File: src/rtl/pc_ctrl_pkg.sv
// -----------------------------------------------------------------------------
// pc_ctrl_pkg
// Shared types and constants for the bittyCore fetch-address controller.
//   pc_state_e      : controller state encoding (idle / run / wait)
//   PC_RESET_VECTOR : default first fetch address after reset
//   PC_ADDR_W       : default address width
//   PC_STEP         : sequential fetch increment in bytes
// -----------------------------------------------------------------------------
package pc_ctrl_pkg;

    typedef enum logic [1:0] {
        PC_IDLE = 2'd0,   // held while rst is asserted
        PC_RUN  = 2'd1,   // a request may be issued
        PC_WAIT = 2'd2    // request outstanding, not yet accepted
    } pc_state_e;

    localparam int          PC_ADDR_W       = 32;
    localparam logic [31:0] PC_RESET_VECTOR = 32'h0000_0000;
    localparam logic [31:0] PC_STEP         = 32'd4;

endpackage

File: src/rtl/pc_redirect_arb.sv
// -----------------------------------------------------------------------------
// pc_redirect_arb
// Combinational priority select of the redirect request for the fetch
// controller. Priority: trap > mret > branch.
// Optional feature macro: BITTY_TRAP_EN (adds the trap and mret legs).
//
// Ports
//   branch_flag_i / branch_addr_i : taken branch or jump and its target
//   trap_flag_i   / trap_vec_i    : trap entry and vector (BITTY_TRAP_EN only)
//   mret_flag_i   / mepc_i        : mret and return address (BITTY_TRAP_EN only)
//   redir_flag_o  / redir_addr_o  : winning redirect request and target
// -----------------------------------------------------------------------------
module pc_redirect_arb
    import pc_ctrl_pkg::*;
#(
    parameter int ADDR_W = PC_ADDR_W
) (
    input  logic              branch_flag_i,
    input  logic [ADDR_W-1:0] branch_addr_i,
`ifdef BITTY_TRAP_EN
    input  logic              trap_flag_i,
    input  logic [ADDR_W-1:0] trap_vec_i,
    input  logic              mret_flag_i,
    input  logic [ADDR_W-1:0] mepc_i,
`endif
    output logic              redir_flag_o,
    output logic [ADDR_W-1:0] redir_addr_o
);

    // Priority select of redirect flag and target.
    always_comb begin
        redir_flag_o = 1'b0;
        redir_addr_o = branch_addr_i;
`ifdef BITTY_TRAP_EN
        if (trap_flag_i) begin
            redir_flag_o = 1'b1;
            redir_addr_o = trap_vec_i;
        end else if (mret_flag_i) begin
            redir_flag_o = 1'b1;
            redir_addr_o = mepc_i;
        end else if (branch_flag_i) begin
            redir_flag_o = 1'b1;
            redir_addr_o = branch_addr_i;
        end else begin
            redir_flag_o = 1'b0;
            redir_addr_o = branch_addr_i;
        end
`else
        if (branch_flag_i) begin
            redir_flag_o = 1'b1;
            redir_addr_o = branch_addr_i;
        end else begin
            redir_flag_o = 1'b0;
            redir_addr_o = branch_addr_i;
        end
`endif
    end

endmodule

File: src/rtl/pc_ctrl.sv
// -----------------------------------------------------------------------------
// pc_ctrl
// Fetch-address controller for the bittyCore front end. Owns the program
// counter, issues fetch requests with a req/ready handshake, arbitrates
// redirects against stall and sequential increment, and tags returning
// instructions valid or killed. All outputs are registered.
// Optional feature macro: BITTY_TRAP_EN (trap/mret redirect sources).
//
// Ports
//   clk, rst            : clock, synchronous active-high reset
//   stall_i             : pipeline hazard hold, no new fetch issued
//   branch_flag_i/addr  : taken branch and target
//   trap_flag_i/vec_i   : trap entry and mtvec      (BITTY_TRAP_EN only)
//   mret_flag_i/mepc_i  : mret and return address   (BITTY_TRAP_EN only)
//   ibus_req_o/addr_o   : fetch request and address
//   ibus_ready_i        : bus accepts the request this cycle
//   if_valid_o/if_pc_o  : returned instruction usable, and its PC
//   flush_o             : one-cycle pulse per redirect taken
// -----------------------------------------------------------------------------
module pc_ctrl
    import pc_ctrl_pkg::*;
#(
    parameter int                ADDR_W     = PC_ADDR_W,
    parameter logic [ADDR_W-1:0] RESET_ADDR = ADDR_W'(PC_RESET_VECTOR)
) (
    input  logic              clk,
    input  logic              rst,
    input  logic              stall_i,
    input  logic              branch_flag_i,
    input  logic [ADDR_W-1:0] branch_addr_i,
`ifdef BITTY_TRAP_EN
    input  logic              trap_flag_i,
    input  logic [ADDR_W-1:0] trap_vec_i,
    input  logic              mret_flag_i,
    input  logic [ADDR_W-1:0] mepc_i,
`endif
    output logic              ibus_req_o,
    output logic [ADDR_W-1:0] ibus_addr_o,
    input  logic              ibus_ready_i,
    output logic              if_valid_o,
    output logic [ADDR_W-1:0] if_pc_o,
    output logic              flush_o
);

    localparam logic [ADDR_W-1:0] STEP = ADDR_W'(PC_STEP);

    pc_state_e         state_r, state_s;
    logic              req_r, req_s;
    logic [ADDR_W-1:0] addr_r, addr_s;
    logic              pend_valid_r, pend_valid_s;
    logic [ADDR_W-1:0] pend_addr_r, pend_addr_s;
    logic              if_valid_r, if_valid_s;
    logic [ADDR_W-1:0] if_pc_r, if_pc_s;
    logic              flush_r, flush_s;

    logic              redir_flag_s;
    logic [ADDR_W-1:0] redir_addr_s;
    logic              accept_s;

    pc_redirect_arb #(
        .ADDR_W (ADDR_W)
    ) u_arb (
        .branch_flag_i (branch_flag_i),
        .branch_addr_i (branch_addr_i),
`ifdef BITTY_TRAP_EN
        .trap_flag_i   (trap_flag_i),
        .trap_vec_i    (trap_vec_i),
        .mret_flag_i   (mret_flag_i),
        .mepc_i        (mepc_i),
`endif
        .redir_flag_o  (redir_flag_s),
        .redir_addr_o  (redir_addr_s)
    );

    assign accept_s = req_r & ibus_ready_i;

    // Next-state, next-address and return-tag logic.
    always_comb begin
        state_s      = state_r;
        req_s        = req_r;
        addr_s       = addr_r;
        pend_valid_s = pend_valid_r;
        pend_addr_s  = pend_addr_r;
        if_valid_s   = 1'b0;
        if_pc_s      = if_pc_r;
        flush_s      = 1'b0;
        case (state_r)
            PC_IDLE: begin
                // First cycle out of reset always fetches the reset vector.
                state_s      = PC_RUN;
                req_s        = 1'b1;
                addr_s       = RESET_ADDR;
                pend_valid_s = 1'b0;
            end
            PC_RUN, PC_WAIT: begin
                flush_s = redir_flag_s;
                if (accept_s) begin
                    // The accepted fetch is killed if a redirect is pending
                    // or lands on this same edge.
                    if_valid_s   = ~(pend_valid_r | redir_flag_s);
                    if_pc_s      = addr_r;
                    pend_valid_s = 1'b0;
                    state_s      = PC_RUN;
                    req_s        = ~stall_i;
                    if (pend_valid_r) begin
                        addr_s = pend_addr_r;
                    end else if (redir_flag_s) begin
                        addr_s = redir_addr_s;
                    end else if (stall_i) begin
                        addr_s = addr_r;
                    end else begin
                        addr_s = addr_r + STEP;
                    end
                end else if (req_r) begin
                    // Request outstanding: bus-facing outputs frozen, a
                    // redirect is parked until acceptance.
                    state_s = PC_WAIT;
                    if (redir_flag_s) begin
                        pend_valid_s = 1'b1;
                        pend_addr_s  = redir_addr_s;
                    end else begin
                        pend_valid_s = pend_valid_r;
                        pend_addr_s  = pend_addr_r;
                    end
                end else begin
                    // Stalled with nothing outstanding: a redirect still
                    // moves the PC, issue resumes once stall drops.
                    state_s = PC_RUN;
                    req_s   = ~stall_i;
                    if (redir_flag_s) begin
                        addr_s = redir_addr_s;
                    end else begin
                        addr_s = addr_r;
                    end
                end
            end
            default: begin
                state_s      = PC_IDLE;
                req_s        = 1'b0;
                addr_s       = RESET_ADDR;
                pend_valid_s = 1'b0;
            end
        endcase
    end

    // Controller state and registered outputs.
    always_ff @(posedge clk) begin
        if (rst) begin
            state_r      <= PC_IDLE;
            req_r        <= 1'b0;
            addr_r       <= RESET_ADDR;
            pend_valid_r <= 1'b0;
            pend_addr_r  <= RESET_ADDR;
            if_valid_r   <= 1'b0;
            if_pc_r      <= '0;
            flush_r      <= 1'b0;
        end else begin
            state_r      <= state_s;
            req_r        <= req_s;
            addr_r       <= addr_s;
            pend_valid_r <= pend_valid_s;
            pend_addr_r  <= pend_addr_s;
            if_valid_r   <= if_valid_s;
            if_pc_r      <= if_pc_s;
            flush_r      <= flush_s;
        end
    end

    assign ibus_req_o  = req_r;
    assign ibus_addr_o = addr_r;
    assign if_valid_o  = if_valid_r;
    assign if_pc_o     = if_pc_r;
    assign flush_o     = flush_r;

endmodule

File: config.mk
export PLATFORM = sky130hd
export DESIGN_NAME = pc_ctrl
export DESIGN_NICKNAME = d
export VERILOG_FILES = /design/src/rtl/pc_ctrl_pkg.sv /design/src/rtl/pc_redirect_arb.sv /design/src/rtl/pc_ctrl.sv
export SDC_FILE = /design/constraint.sdc
export NUM_CORES = 1
export LEC_CHECK = 0
export BUFFER_PORTS_ARGS = -buffer_cell sky130_fd_sc_hd__buf_4
export CORE_UTILIZATION = 54
export CTS_CLUSTER_DIAMETER = 200
export DETAILED_ROUTE_END_ITERATION = 10
export PLACE_DENSITY = 0.9
export SLEW_MARGIN = 20
export SYNTH_ARGS = -nofsm -noshare
export SYNTH_HDL_FRONTEND = slang
export SYNTH_SLANG_ARGS = --single-unit
File: constraint.sdc
create_clock -name clk -period 2.7 [get_ports clk]
set_clock_uncertainty 0.15 [all_clocks]
set_input_delay 0 -clock clk [delete_from_list [all_inputs] [get_ports clk]]
set_output_delay 0 -clock clk [all_outputs]
set_load 0.01 [all_outputs]
Word-level counts from Yosys, hierarchy flattened
Index checks and enable logic that the tools add are counted.
{ "op_classes": {"n_addsub": 1, "eq_ne": 4, "muxes": 13, "bitwise": 6, "n_reduce_logical": 10} }
{ "ops": {"columns": ["op", "count"], "rows": [
  ["$mux W32", 6],
  ["$add A32 B3 Y32 const B", 1],
  ["$reduce_or A3 Y1", 2],
  ["$mux W2", 2],
  ["$not A1 Y1", 4],
  ["$pmux W2 S2", 1],
  ["$reduce_and A2 Y1", 2],
  ["$reduce_and A4 Y1", 1],
  ["$reduce_or A2 Y1", 2],
  ["$mux W1", 3],
  ["$ne A3 B1 Y1 const B", 1],
  ["$reduce_and A3 Y1", 1],
  ["$eq A2 B1 Y1 const B", 1],
  ["$eq A2 B2 Y1 const B", 1],
  ["$logic_not A2 Y1", 1],
  ["$ne A2 B1 Y1 const B", 1],
  ["$pmux W1 S2", 1],
  ["$reduce_bool A2 Y1", 1],
  ["$and A1 B1 Y1", 1],
  ["$or A1 B1 Y1", 1]
]} }
{ "totals": {"reg_bits": 102, "in_bits": 37, "output_inout_bits": 67, "elab_cells": 42} }

Logic depth before layout (Yosys ltp)
Gate-level depths: netlist of run 1.
{ "logic_depth": {"depth_word": 5, "depth_mapped": 8, "mapped_depth_nobuf": 7} }

By module
A second synthesis of run 1 with hierarchy kept.
{ "unflattened": {"cells_unflattened": 666, "hier_area_um2": 5086.1} }
{ "modules_own_cells": {"columns": ["mod", "instances", "cells_each", "area_per_inst_um2"], "rows": [
  ["pc_ctrl", 1, 633, 4838.4],
  ["pc_redirect_arb", 1, 33, 247.7]
]} }

Least setup slack after synthesis of run 1
No wires, ideal clock.
{ "synth_timing": {"path_kind": "reg2reg", "from": "reg addr_r[2], in the netlist ibus_addr_o[2]", "to": "reg addr_r[26], in the netlist ibus_addr_o[26]", "t_arrival_ns": 2.016, "path_slack_ns": 0.474, "stages_incl_launch_ff": 9, "period_less_slack_ns": 2.226, "cell_sequence": "dfxtp_1 -> ha_1 -> and3_1 -> clkbuf_1 -> nand4_1 -> buf_2 -> or4_1 -> nand3b_1 -> o2111a_1"} }
{ "synth_via": {"elab_chain_cells": 5} }
{ "synth_lines": {"columns": ["element", "line", "text"], "rows": [
  ["start: declaration", "pc_ctrl.sv:49", "logic [ADDR_W-1:0] addr_r, addr_s;"],
  ["start signal: assignment", "pc_ctrl.sv:160", "addr_r <= addr_s;"],
  ["$add A32 B3 Y32", "pc_ctrl.sv:112", "addr_s = addr_r + STEP;"],
  ["$mux W32", "pc_ctrl.sv:109", "end else if (stall_i) begin"],
  ["$mux W32", "pc_ctrl.sv:107", "end else if (redir_flag_s) begin"],
  ["$mux W32", "pc_ctrl.sv:105", "if (pend_valid_r) begin"],
  ["$mux W32", "pc_ctrl.sv:97", "if (accept_s) begin"]
]} }
Every way passes these cells. The select of a mux whose other input is x is not followed.
A chain may end at the register's enable or synchronous reset.

Worst setup path after layout of run 1
Same ends and word-level chain as after synthesis.

==> results of run 1 <==
[metal layers]
layer,vias to the layer above,global-route usage
li1,2484,-
met1,2530,0.445
met2,436,0.596
met3,90,0.0814
met4,0,0.210
met5,-,0
[path summary, 6_finish.rpt]
kind | start | end | slack (ns) | cells past startpoint
setup / recovery | ibus_addr_o[2] | ibus_addr_o[26] | 0.08 | 6
setup reg to reg | ibus_addr_o[2] | ibus_addr_o[26] | 0.08 | 6
hold / removal | branch_addr_i[4] | pend_addr_r[4] | 0.29 | 4
hold reg to reg | pend_addr_r[4] | pend_addr_r[4] | 0.31 | 2
[cells in the final DEF, fill, tap and decap left out, types with 4 or more instances in the layout]
| master | instances |
|---|---|
| nand2_1 | 159 |
| buf_4 | 126 |
| a21oi_1 | 105 |
| dfxtp_1 | 102 |
| dlygate4sd3_1 | 59 |
| o21ai_0 | 25 |
| nor2_1 | 21 |
| nor3_1 | 17 |
| nand3_1 | 11 |
| clkbuf_8 | 11 |
| xnor2_1 | 10 |
| inv_1 | 9 |
| o22ai_1 | 9 |
| a22oi_1 | 7 |
| nand4_1 | 6 |
| o21a_1 | 5 |
| a211oi_1 | 5 |
| and2_1 | 4 |
| nor4_1 | 4 |
| a221oi_1 | 4 |
[area by class of cell]
class / count / area share
clock inverters: 3 / 0.00677
inverters: 9 / 0.00522
well taps: 105 / 0.0203
repair buffers: 187 / 0.244
clock buffers: 12 / 0.0240
flip-flops and latches: 102 / 0.315
multi-input cells: 463 / 0.385
[flip-flops by register name, summed over array words and instances (netlist names)]
signal,count
flush_o,1
ibus_addr_o,32
ibus_req_o,1
if_pc_o,32
if_valid_o,1
pend_addr_r,32
pend_valid_r,1
state_r,2
[synth_stat cells, drive strengths merged (4+ instances only)]
cell      n
a221oi    5
a21oi   105
clkbuf   37
buf       9
nand3    12
a22oi     7
and2      4
o22ai     9
o21a      5
nor3     18
o21ai    26
dfxtp   102
nor4      4
nand2   159
nand4     7
xnor2    10
a211oi    5
nor2     23
inv       9
[worst max-delay path, stage by stage (launching register included)]
cell and delay, ns:
dfxtp_1 0.49, ha_1 0.23, and3_1 0.27, nand4_1 0.42, or4_1 0.70, nand3b_1 0.13
o2111a_1 0.18
[kinds of logic after synthesis]
family / Yosys count / share of synthesized area
adders and majority gates: 3 / 0.00792
and+or+nand+nor: 251 / 0.241
xor gates and xnor gates: 13 / 0.0240
AOI/OAI and AO/OA: 195 / 0.247
buffers and inverters: 55 / 0.0464
DFF: 102 / 0.431
muxes: 1 / 0.00211
[power breakdown]
| part | switching [W] | internal, W |
|---|---|---|
| Sequential | 0.0000649 | 0.00155 |
| Combinational | 0.000278 | 0.000225 |
| Clock | 0.000528 | 0.000476 |
[per-stage QoR]
stage	power, W	utilization	hold WS (ns)	instances	area (um2)
5_1_grt	0.00321	0.776	0.305	881	6470
6_report	0.00312	0.776	0.293	881	6470
3_3_place_gp	0.00205	0.676	0.107	803	5640
2_1_floorplan	0.00186	-	-0.0140	620	4740
3_5_place_dp	0.00206	0.676	0.116	803	5640
4_1_cts	0.00308	0.770	0.291	877	6420
[repair_timing]
| action | CTS | global route |
|---|---|---|
| hold buffers | 59 | 0 |
| hold endpoints to repair | 84 | 0 |
| buffers inserted | 0 | 4 |
| endpoints found under the setup margin | 0 | 17 |
| resized for setup | 0 | 1 |
==> impl_metrics.prom, run 1 <==
# TYPE chip_impl_metric gauge
chip_impl_metric{name="cts_htree_levels",unit=""} 3
chip_impl_metric{name="total_clock_buffers_created_by_cts",unit=""} 9
chip_impl_metric{name="synth.ff_latch_count",unit=""} 102
chip_impl_metric{name="drv_slew",unit=""} 0
chip_impl_metric{name="synthesis.nets",unit=""} 660
chip_impl_metric{name="grt_pass1_vias",unit=""} 5319
chip_impl_metric{name="global_route.overflow_total",unit=""} 0
chip_impl_metric{name="synth.lib_cells_used.distinct",unit=""} 64
chip_impl_metric{name="fin_crit",unit="ns"} 2.62
chip_impl_info{name="synth-main-ff-cell",value="dfxtp_1"} 1
chip_impl_metric{name="vias",unit=""} 5540
chip_impl_metric{name="die-width",unit="um"} 95.7
chip_impl_metric{name="core_area",unit="um2"} 8340
chip_impl_info{name="clock_tree_from_tritoncts",value="yes"} 1
chip_impl_metric{name="max_clock_freq",unit="MHz"} 381
chip_impl_metric{name="seq_total_area_yosys",unit=""} 0.431
chip_impl_info{name="status",value="finished clean"} 1
chip_impl_metric{name="max-clock-path-buffers",unit=""} 2
chip_impl_metric{name="irDropWorstVdd",unit="V"} 0.000281
chip_impl_metric{name="worst-endpoint-required",unit="ns"} 2.87
chip_impl_metric{name="timing_worst_slew_pin_value",unit="ns"} 1.02
chip_impl_info{name="classification_of_the_worst_setup_path",value="register to register"} 1
chip_impl_metric{name="multi_input_area",unit="um2"} 2490
chip_impl_metric{name="finalNetCount",unit=""} 812
chip_impl_metric{name="dieArea",unit="um2"} 9160
chip_impl_metric{name="placement.io_buffers",unit=""} 103
chip_impl_metric{name="syn-instance-count",unit=""} 620
chip_impl_metric{name="final.fill_count",unit=""} 564
chip_impl_metric{name="synthDominantCellAreaShare",unit=""} 0.431
chip_impl_info{name="hold_path_class",value="input pin to register"} 1
chip_impl_metric{name="die_height",unit="um"} 95.7
chip_impl_metric{name="power_per_cell_area",unit="nW/um2"} 482
chip_impl_info{name="highest_layer",value="met4"} 1
chip_impl_metric{name="wl",unit="um"} 16400
chip_impl_info{name="synth_top_cell_by_area",value="dfxtp_1"} 1
chip_impl_metric{name="worst_slack",unit="ns"} 0.0751
chip_impl_metric{name="pin_count_of_the_biggest_net_entering_global_routing",unit=""} 46
chip_impl_metric{name="initial_utilization",unit=""} 0.569
chip_impl_info{name="critical_path.endpoint_type",value="register"} 1
chip_impl_metric{name="ff_latch_area",unit="um2"} 2040
chip_impl_metric{name="globalplace.congestion",unit=""} 0.902
chip_impl_metric{name="post_drt_via_cell_ratio",unit=""} 6.29
chip_impl_metric{name="clk-insertion-delay-late",unit="ns"} 0.37
chip_impl_metric{name="drive_gt1_frac",unit=""} 0.196
chip_impl_metric{name="clkSinkCount",unit=""} 102
chip_impl_metric{name="grt_antenna_before_repair",unit=""} 0
chip_impl_metric{name="grt.total_usage",unit=""} 0.366
chip_impl_metric{name="hpwlAfterDp",unit="um"} 10300
chip_impl_metric{name="cp_max_fo",unit=""} 11
chip_impl_metric{name="drt_iter0_drc",unit=""} 696
chip_impl_metric{name="number_of_violations_of_the_max_capacitance_limit",unit=""} 0
chip_impl_metric{name="wl_met2",unit="um"} 7640
chip_impl_metric{name="synthArstFlopShare",unit=""} 0
chip_impl_metric{name="route.detailed.drc",unit=""} 0
chip_impl_metric{name="slew_headroom",unit=""} 0.319
chip_impl_metric{name="num_rows",unit=""} 33
chip_impl_metric{name="finalCritPeriodShare",unit=""} 0.972
chip_impl_metric{name="timing.setup.tns",unit="ns"} 0
chip_impl_info{name="worst_setup_path_start_kind",value="register"} 1
chip_impl_metric{name="layout-area-overhead-vs-synth",unit="%"} 36.5
chip_impl_metric{name="clkSlewWorstSetupHoldPaths",unit="ns"} 0.10
chip_impl_metric{name="boundaryPins",unit=""} 104
chip_impl_metric{name="setup_viol",unit=""} 0
chip_impl_metric{name="wl_per_cell",unit="um"} 18.6
chip_impl_info{name="grt_setup_unrepaired",value="false"} 1
chip_impl_metric{name="grt_first_pass_wirelength",unit="um"} 25800
chip_impl_metric{name="synth-warning-count",unit=""} 0
chip_impl_info{name="post_synth_main_area_contributors",value="dfxtp_1 (43%), nand2_1 (13%), a21oi_1 (11%), clkbuf_1 (2.9%), o21ai_0 (2.6%)"} 1
chip_impl_metric{name="avgSynthCellArea",unit="um2"} 7.65
chip_impl_metric{name="report.final.hold_viol_count",unit=""} 0
chip_impl_metric{name="synth-edff-count",unit=""} 0
chip_impl_metric{name="detail-route-antenna-nets",unit=""} 0
chip_impl_metric{name="routed-wl-met3",unit="um"} 1850
chip_impl_metric{name="total_leakage_power",unit="nW"} 2.56
chip_impl_info{name="clock_tree.root_cell",value="clkbuf_8"} 1
chip_impl_metric{name="inserted_diodes",unit=""} 0
chip_impl_metric{name="detail_route.wirelength.met1",unit="um"} 6120
chip_impl_metric{name="cp_data_arrival_time",unit="ns"} 2.79
chip_impl_metric{name="post_placement_setup_slack",unit="ns"} 0.256
chip_impl_metric{name="drtPass1Iterations",unit=""} 6
chip_impl_metric{name="post_synth_instance_area",unit="um2"} 4740
(Power assumes the default switching activity.)
==> run 2, diff against run 1 <==
--- a/config.mk
+++ b/config.mk
@@ -6,10 +6,11 @@
 export NUM_CORES = 1
 export LEC_CHECK = 0
 export BUFFER_PORTS_ARGS = -buffer_cell sky130_fd_sc_hd__buf_4
-export CORE_UTILIZATION = 54
+export CORE_UTILIZATION = 35
+export CTS_BUF_LIST = sky130_fd_sc_hd__clkbuf_8
 export CTS_CLUSTER_DIAMETER = 200
 export DETAILED_ROUTE_END_ITERATION = 10
-export PLACE_DENSITY = 0.9
+export PLACE_DENSITY = 0.67
 export SLEW_MARGIN = 20
 export SYNTH_ARGS = -nofsm -noshare
 export SYNTH_HDL_FRONTEND = slang
==> run 2 against run 1 <==
  * Die area is 53% higher
  * Critical path depth is 2 higher
  * Final cell count is 6.9% higher
  * Wire length is 6.4% lower
  * Global-route usage is 14 points lower
  * Worst setup slack better by 0.17 ns
  * Cell area hardly changed
  * Combinational power is 3% lower
==> impl_metrics.prom, run 2 (synthesized netlist as in run 1, its figures left out) <==
# TYPE chip_impl_metric gauge
chip_impl_metric{name="pin_count_of_the_biggest_net_entering_global_routing",unit=""} 47
chip_impl_metric{name="finalNetCount",unit=""} 801
chip_impl_metric{name="grt_antenna_before_repair",unit=""} 0
chip_impl_metric{name="clk-insertion-delay-late",unit="ns"} 0.38
chip_impl_info{name="grt_setup_unrepaired",value="false"} 1
chip_impl_metric{name="route.detailed.drc",unit=""} 0
chip_impl_metric{name="count_of_placed_standard_cells_including_taps",unit=""} 878
chip_impl_metric{name="clkSinkCount",unit=""} 102
chip_impl_metric{name="wl",unit="um"} 15300
chip_impl_metric{name="post_drt_via_cell_ratio",unit=""} 5.36
chip_impl_metric{name="report.final.hold_viol_count",unit=""} 0
chip_impl_metric{name="finalCritPeriodShare",unit=""} 0.910
chip_impl_metric{name="inserted_diodes",unit=""} 0
chip_impl_metric{name="num_rows",unit=""} 42
chip_impl_metric{name="fin_crit",unit="ns"} 2.46
chip_impl_info{name="status",value="finished clean"} 1
chip_impl_metric{name="globalplace.congestion",unit=""} 0.887
chip_impl_metric{name="wl_per_cell",unit="um"} 16.3
chip_impl_metric{name="die-width",unit="um"} 118
chip_impl_metric{name="cp_data_arrival_time",unit="ns"} 2.62
chip_impl_metric{name="total_clock_buffers_created_by_cts",unit=""} 9
chip_impl_metric{name="final-instance-count-excl-fill",unit=""} 942
chip_impl_metric{name="setup_viol",unit=""} 0
chip_impl_metric{name="vias",unit=""} 5046
chip_impl_metric{name="die_height",unit="um"} 118
chip_impl_metric{name="irDropWorstVdd",unit="V"} 0.000339
chip_impl_metric{name="grt_pass1_vias",unit=""} 5017
chip_impl_metric{name="worst-endpoint-required",unit="ns"} 2.87
chip_impl_metric{name="global_route.overflow_total",unit=""} 0
chip_impl_metric{name="placedInstanceArea",unit="um2"} 5750
chip_impl_metric{name="core_area",unit="um2"} 13200
chip_impl_metric{name="grt_first_pass_wirelength",unit="um"} 25000
chip_impl_metric{name="dieArea",unit="um2"} 14000
chip_impl_metric{name="stdcell_area",unit="um2"} 6480
chip_impl_metric{name="max_clock_freq",unit="MHz"} 407
chip_impl_info{name="worst_setup_path_start_kind",value="register"} 1
chip_impl_info{name="clock_tree_from_tritoncts",value="yes"} 1
chip_impl_metric{name="max-clock-path-buffers",unit=""} 2
chip_impl_info{name="classification_of_the_worst_setup_path",value="register to register"} 1
chip_impl_metric{name="drive_gt1_frac",unit=""} 0.201
chip_impl_metric{name="cts_post_setup_buffers_inserted",unit=""} 0
chip_impl_metric{name="boundaryPins",unit=""} 104
chip_impl_metric{name="slew_headroom",unit=""} 0.568
chip_impl_metric{name="drt_iter0_drc",unit=""} 367
chip_impl_metric{name="layout-area-overhead-vs-synth",unit="%"} 36.6
chip_impl_metric{name="placement.io_buffers",unit=""} 103
chip_impl_metric{name="detail-route-antenna-nets",unit=""} 0
chip_impl_metric{name="timing_worst_slew_pin_value",unit="ns"} 0.646
chip_impl_metric{name="hpwlAfterDp",unit="um"} 10700
chip_impl_metric{name="fin_hold_ws",unit="ns"} 0.282
chip_impl_metric{name="number_of_violations_of_the_max_capacitance_limit",unit=""} 0
chip_impl_metric{name="drtPass1Iterations",unit=""} 7
chip_impl_metric{name="cts_htree_levels",unit=""} 3
chip_impl_metric{name="cp_max_fo",unit=""} 32
chip_impl_info{name="mostFrequentLayoutCell",value="nand2_1"} 1
chip_impl_metric{name="clkSlewWorstSetupHoldPaths",unit="ns"} 0.09
chip_impl_info{name="final_cell_mix",value="nand2_1 (159), buf_4 (127), a21oi_1 (105), dfxtp_1 (102), dlygate4sd3_1 (48)"} 1
chip_impl_metric{name="power_per_cell_area",unit="nW/um2"} 501
chip_impl_metric{name="total_leakage_power",unit="nW"} 2.50
chip_impl_metric{name="grt.total_usage",unit=""} 0.223
chip_impl_info{name="critical_path.endpoint_type",value="register"} 1
chip_impl_info{name="clock_tree.root_cell",value="clkbuf_8"} 1
chip_impl_metric{name="drv_slew",unit=""} 0
chip_impl_metric{name="timing.setup.tns",unit="ns"} 0
chip_impl_info{name="hold_path_class",value="input pin to register"} 1
chip_impl_metric{name="initial_utilization",unit=""} 0.358
-- run 2: area by class of cell --
class / count / area, um2
Fill cell: 1322 / 6770
Clock buffer: 9 / 124
Tap cell: 176 / 220
Timing Repair Buffer: 176 / 1450
Clock inverter: 7 / 113
Multi-Input combinational cell: 463 / 2490
Sequential cell: 102 / 2040
Inverter: 9 / 33.8
-- run 2: timing repair --
| action | CTS | global route |
|---|---|---|
| hold buffers | 48 | 0 |
| gates resized for setup | 0 | 1 |
| setup endpoints to repair | 0 | 12 |
| hold endpoints to repair | 78 | 0 |
-- run 2: worst max-delay path, stage by stage (launching register included) --
cell,delay (ns)
dfxtp_1,0.35
inv_1,0.05
ha_1,0.43
nand2_1,0.12
nor2_2,0.09
buf_4,0.36
nand2_1,0.11
a21oi_1,0.14
dlygate4sd3_1,0.58
-- run 2: report_power, final --
group / switching, W / leakage, nW / internal [W] / total [W]
Sequential: 0.0000574 / 0.825 / 0.00155 / 0.00160
Combinational: 0.000270 / 1.55 / 0.000221 / 0.000491
Clock: 0.000538 / 0.125 / 0.000613 / 0.00115
-- run 2: path summary, 6_finish.rpt --
check	startpoint	endpoint	slack, ns	depth (start not counted)
worst min register to register	if_pc_o[23]	if_pc_o[23]	0.31	2
worst max register to register	state_r[0]	pend_addr_r[6]	0.24	8
worst max-delay path	state_r[0]	pend_addr_r[6]	0.24	8
worst min-delay path	branch_addr_i[27]	pend_addr_r[27]	0.28	4
-- run 2: stage by stage --
stage,total power [W],setup slack (ns),util
6_report,0.00325,0.243,0.489
5_1_grt,0.00338,0.0966,0.489
4_1_cts,0.00325,0.0874,0.489
3_5_place_dp,0.00208,0.423,0.435
3_3_place_gp,0.00207,0.499,0.435
2_1_floorplan,0.00186,0.474,-
-- run 2: layer usage --
layer	routed length, um	vias to the layer above	global-route usage
met5	0	-	0
met4	178	0	0.0752
met3	914	14	0.0425
met2	7220	186	0.364
met1	7040	2380	0.295
li1	-	2466	-
==> run 3, diff against run 2 <==
==> constraint.sdc (replaced) <==
create_clock -name clk -period 3 [get_ports clk]
set_clock_uncertainty 0.15 [all_clocks]
set_input_delay 0.3 -clock clk [delete_from_list [all_inputs] [get_ports clk]]
set_output_delay 0.3 -clock clk [all_outputs]
set_load 0.01 [all_outputs]
==> run 3 against run 2 <==
  * First-iteration DRC count shrank 4.9%
  * Die area is the same
  * Highest routed layer unchanged
  * Register-to-register slack gained 0.15 ns
  * Sequential power shrank 9%
  * Final cell count shrank 6.2%
  * Worst hold slack lost 0.26 ns
  * Global-route usage shrank 0.97 points
==> impl_metrics.prom, run 3 (synthesized netlist as in run 1, its figures left out) <==
# TYPE chip_impl_metric gauge
chip_impl_info{name="status",value="finished clean"} 1
chip_impl_metric{name="ff_latch_area",unit="um2"} 2040
chip_impl_metric{name="hpwlAfterDp",unit="um"} 10500
chip_impl_metric{name="drt_iter0_drc",unit=""} 349
chip_impl_metric{name="final.fill_count",unit=""} 1394
chip_impl_metric{name="power_per_cell_area",unit="nW/um2"} 458
chip_impl_metric{name="grt_pass1_vias",unit=""} 4626
chip_impl_metric{name="boundaryPins",unit=""} 104
chip_impl_info{name="critical_path.endpoint_type",value="register"} 1
chip_impl_metric{name="max-clock-path-buffers",unit=""} 2
chip_impl_metric{name="timing_worst_slew_pin_value",unit="ns"} 0.777
chip_impl_info{name="worst_hold_startpoint",value="branch_addr_i[20]"} 1
chip_impl_info{name="clock_tree.root_cell",value="clkbuf_8"} 1
chip_impl_metric{name="detail-route-antenna-nets",unit=""} 0
chip_impl_metric{name="report.final.hold_viol_count",unit=""} 0
chip_impl_info{name="r2r-start",value="ibus_addr_o[2]"} 1
chip_impl_metric{name="wl_per_cell",unit="um"} 16.7
chip_impl_metric{name="power",unit="W"} 0.00270
chip_impl_metric{name="total_leakage_power",unit="nW"} 2.20
chip_impl_info{name="critical_path.reg2reg.endpoint",value="ibus_addr_o[26]"} 1
chip_impl_metric{name="post_cts.resized_instances",unit=""} 0
chip_impl_metric{name="clock_power_share",unit=""} 0.322
chip_impl_info{name="clock_tree_from_tritoncts",value="yes"} 1
chip_impl_metric{name="ff2ff_setup_slack",unit="ns"} 0.40
chip_impl_metric{name="power.share.combinational",unit=""} 0.143
chip_impl_metric{name="clk-insertion-delay-late",unit="ns"} 0.38
chip_impl_metric{name="total_clock_buffers_created_by_cts",unit=""} 9
chip_impl_metric{name="slew_headroom",unit=""} 0.482
chip_impl_metric{name="pin_count_of_the_biggest_net_entering_global_routing",unit=""} 68
chip_impl_metric{name="multi_input_area",unit="um2"} 2480
chip_impl_info{name="final_cell_mix",value="nand2_1 (159), buf_4 (117), a21oi_1 (105), dfxtp_1 (102), o21ai_0 (25)"} 1
chip_impl_info{name="grt_setup_unrepaired",value="false"} 1
chip_impl_metric{name="finalCritPeriodShare",unit=""} 0.867
chip_impl_metric{name="timing.setup.tns",unit="ns"} 0
chip_impl_metric{name="cp_max_fo",unit=""} 11
chip_impl_metric{name="seq_power_share",unit=""} 0.535
chip_impl_metric{name="drtPass1Iterations",unit=""} 7
chip_impl_metric{name="cts_post_setup_buffers_inserted",unit=""} 0
chip_impl_metric{name="die-width",unit="um"} 118
chip_impl_info{name="hold_path_class",value="input pin to register"} 1
chip_impl_metric{name="number_of_violations_of_the_max_capacitance_limit",unit=""} 0
chip_impl_metric{name="setup_viol",unit=""} 0
chip_impl_metric{name="die_height",unit="um"} 118
chip_impl_metric{name="finalNetCount",unit=""} 744
chip_impl_metric{name="global_route.overflow_total",unit=""} 0
chip_impl_info{name="classification_of_the_worst_setup_path",value="register to register"} 1
chip_impl_metric{name="cp_data_arrival_time",unit="ns"} 2.77
chip_impl_metric{name="route.detailed.drc",unit=""} 0
chip_impl_info{name="mostFrequentLayoutCell",value="nand2_1"} 1
chip_impl_metric{name="wl",unit="um"} 14700
chip_impl_metric{name="grt.total_usage",unit=""} 0.214
chip_impl_metric{name="post_drt_via_cell_ratio",unit=""} 5.41
chip_impl_metric{name="fin_crit",unit="ns"} 2.60
chip_impl_metric{name="grt_first_pass_wirelength",unit="um"} 23700
chip_impl_metric{name="hold_buffers",unit=""} 0
chip_impl_metric{name="placedInstanceArea",unit="um2"} 5700
chip_impl_metric{name="inserted_diodes",unit=""} 0
chip_impl_metric{name="globalplace.congestion",unit=""} 0.889
chip_impl_info{name="hold_path_end",value="pend_addr_r[20]"} 1
chip_impl_metric{name="clkSinkCount",unit=""} 102
chip_impl_metric{name="core_area",unit="um2"} 13200
chip_impl_metric{name="timing.reg2reg.worst_path_depth",unit=""} 6
chip_impl_metric{name="dieArea",unit="um2"} 14000
chip_impl_metric{name="stdcell_area",unit="um2"} 5890
chip_impl_metric{name="drive_gt1_frac",unit=""} 0.202
chip_impl_info{name="critical_path.startpoint",value="ibus_addr_o[2]"} 1
chip_impl_metric{name="cell_internal_pwr",unit="W"} 0.00195
chip_impl_metric{name="placement.io_buffers",unit=""} 103
chip_impl_metric{name="grt_antenna_before_repair",unit=""} 0
chip_impl_metric{name="max_clock_freq",unit="MHz"} 384
chip_impl_metric{name="vias",unit=""} 4785
chip_impl_info{name="worst_setup_path_start_kind",value="register"} 1
chip_impl_metric{name="cts_htree_levels",unit=""} 3
chip_impl_metric{name="num_rows",unit=""} 42
chip_impl_metric{name="holdPathStages",unit=""} 3
chip_impl_metric{name="clkSlewWorstSetupHoldPaths",unit="ns"} 0.10
chip_impl_metric{name="worst-endpoint-required",unit="ns"} 3.17
chip_impl_metric{name="initial_utilization",unit=""} 0.358
chip_impl_metric{name="irDropWorstVdd",unit="V"} 0.000221
chip_impl_metric{name="drv_slew",unit=""} 0
chip_impl_metric{name="switchingPower",unit="W"} 0.000753
chip_impl_metric{name="layout-area-overhead-vs-synth",unit="%"} 24.2
chip_impl_metric{name="proportion_of_total_power_due_to_net_switching",unit=""} 0.279
==> run 3: area by class of cell <==
class | count | area share
clock buffers | 10 | 0.0234
multi-input cells | 463 | 0.422
inverters | 9 | 0.00574
well taps | 176 | 0.0374
flip-flops and latches | 102 | 0.347
clock inverters | 5 | 0.00871
repair buffers | 119 | 0.156
==> run 3: critical path, stage by stage, from the launching register on <==
cell      delay [ns]
dfxtp_1         0.47
ha_1            0.23
and3_1          0.30
nand4_1         0.44
or4_1           0.67
nand3b_1        0.10
o2111a_1        0.17
==> run 3: how the worst max path moves through the flow <==
stage / depth (start not counted) / end / slack [ns]
final: 6 / ibus_addr_o[26] / 0.40
after detailed placement: 6 / ibus_addr_o[26] / 0.47
after global routing: 6 / ibus_addr_o[22] / 0.25
after CTS: 6 / ibus_addr_o[26] / 0.42
after global placement: 6 / ibus_addr_o[22] / 0.54
after floorplan: 8 / ibus_addr_o[26] / 0.77
==> run 3: power by group through the flow <==
stage               combinational [W]  clock [W]  sequential [W]
finish                       0.000385   0.000869         0.00145
global route                 0.000420   0.000937         0.00145
CTS                          0.000383   0.000892         0.00144
detailed placement           0.000382          0         0.00148
global placement             0.000379          0         0.00147
floorplan                    0.000208          0         0.00147
==> run 3: metrics by stage <==
stage	std cells	util	hold slack (ns)	setup slack, ns
5_1_grt	884	0.445	0.00308	0.252
3_3_place_gp	869	0.430	0.292	0.542
6_report	884	0.445	0.0173	0.398
4_1_cts	884	0.445	0.00123	0.417
3_5_place_dp	869	0.430	0.298	0.466
2_1_floorplan	620	-	0.286	0.774
==> run 3: metal layers <==
metal / part of all wire / vias to the layer above / GRT usage
li1: - / 2346 / -
met1: 0.44 / 2238 / 0.270
met2: 0.47 / 180 / 0.353
met3: 0.079 / 21 / 0.0584
met4: 0.014 / 0 / 0.0641
met5: 0 / - / 0
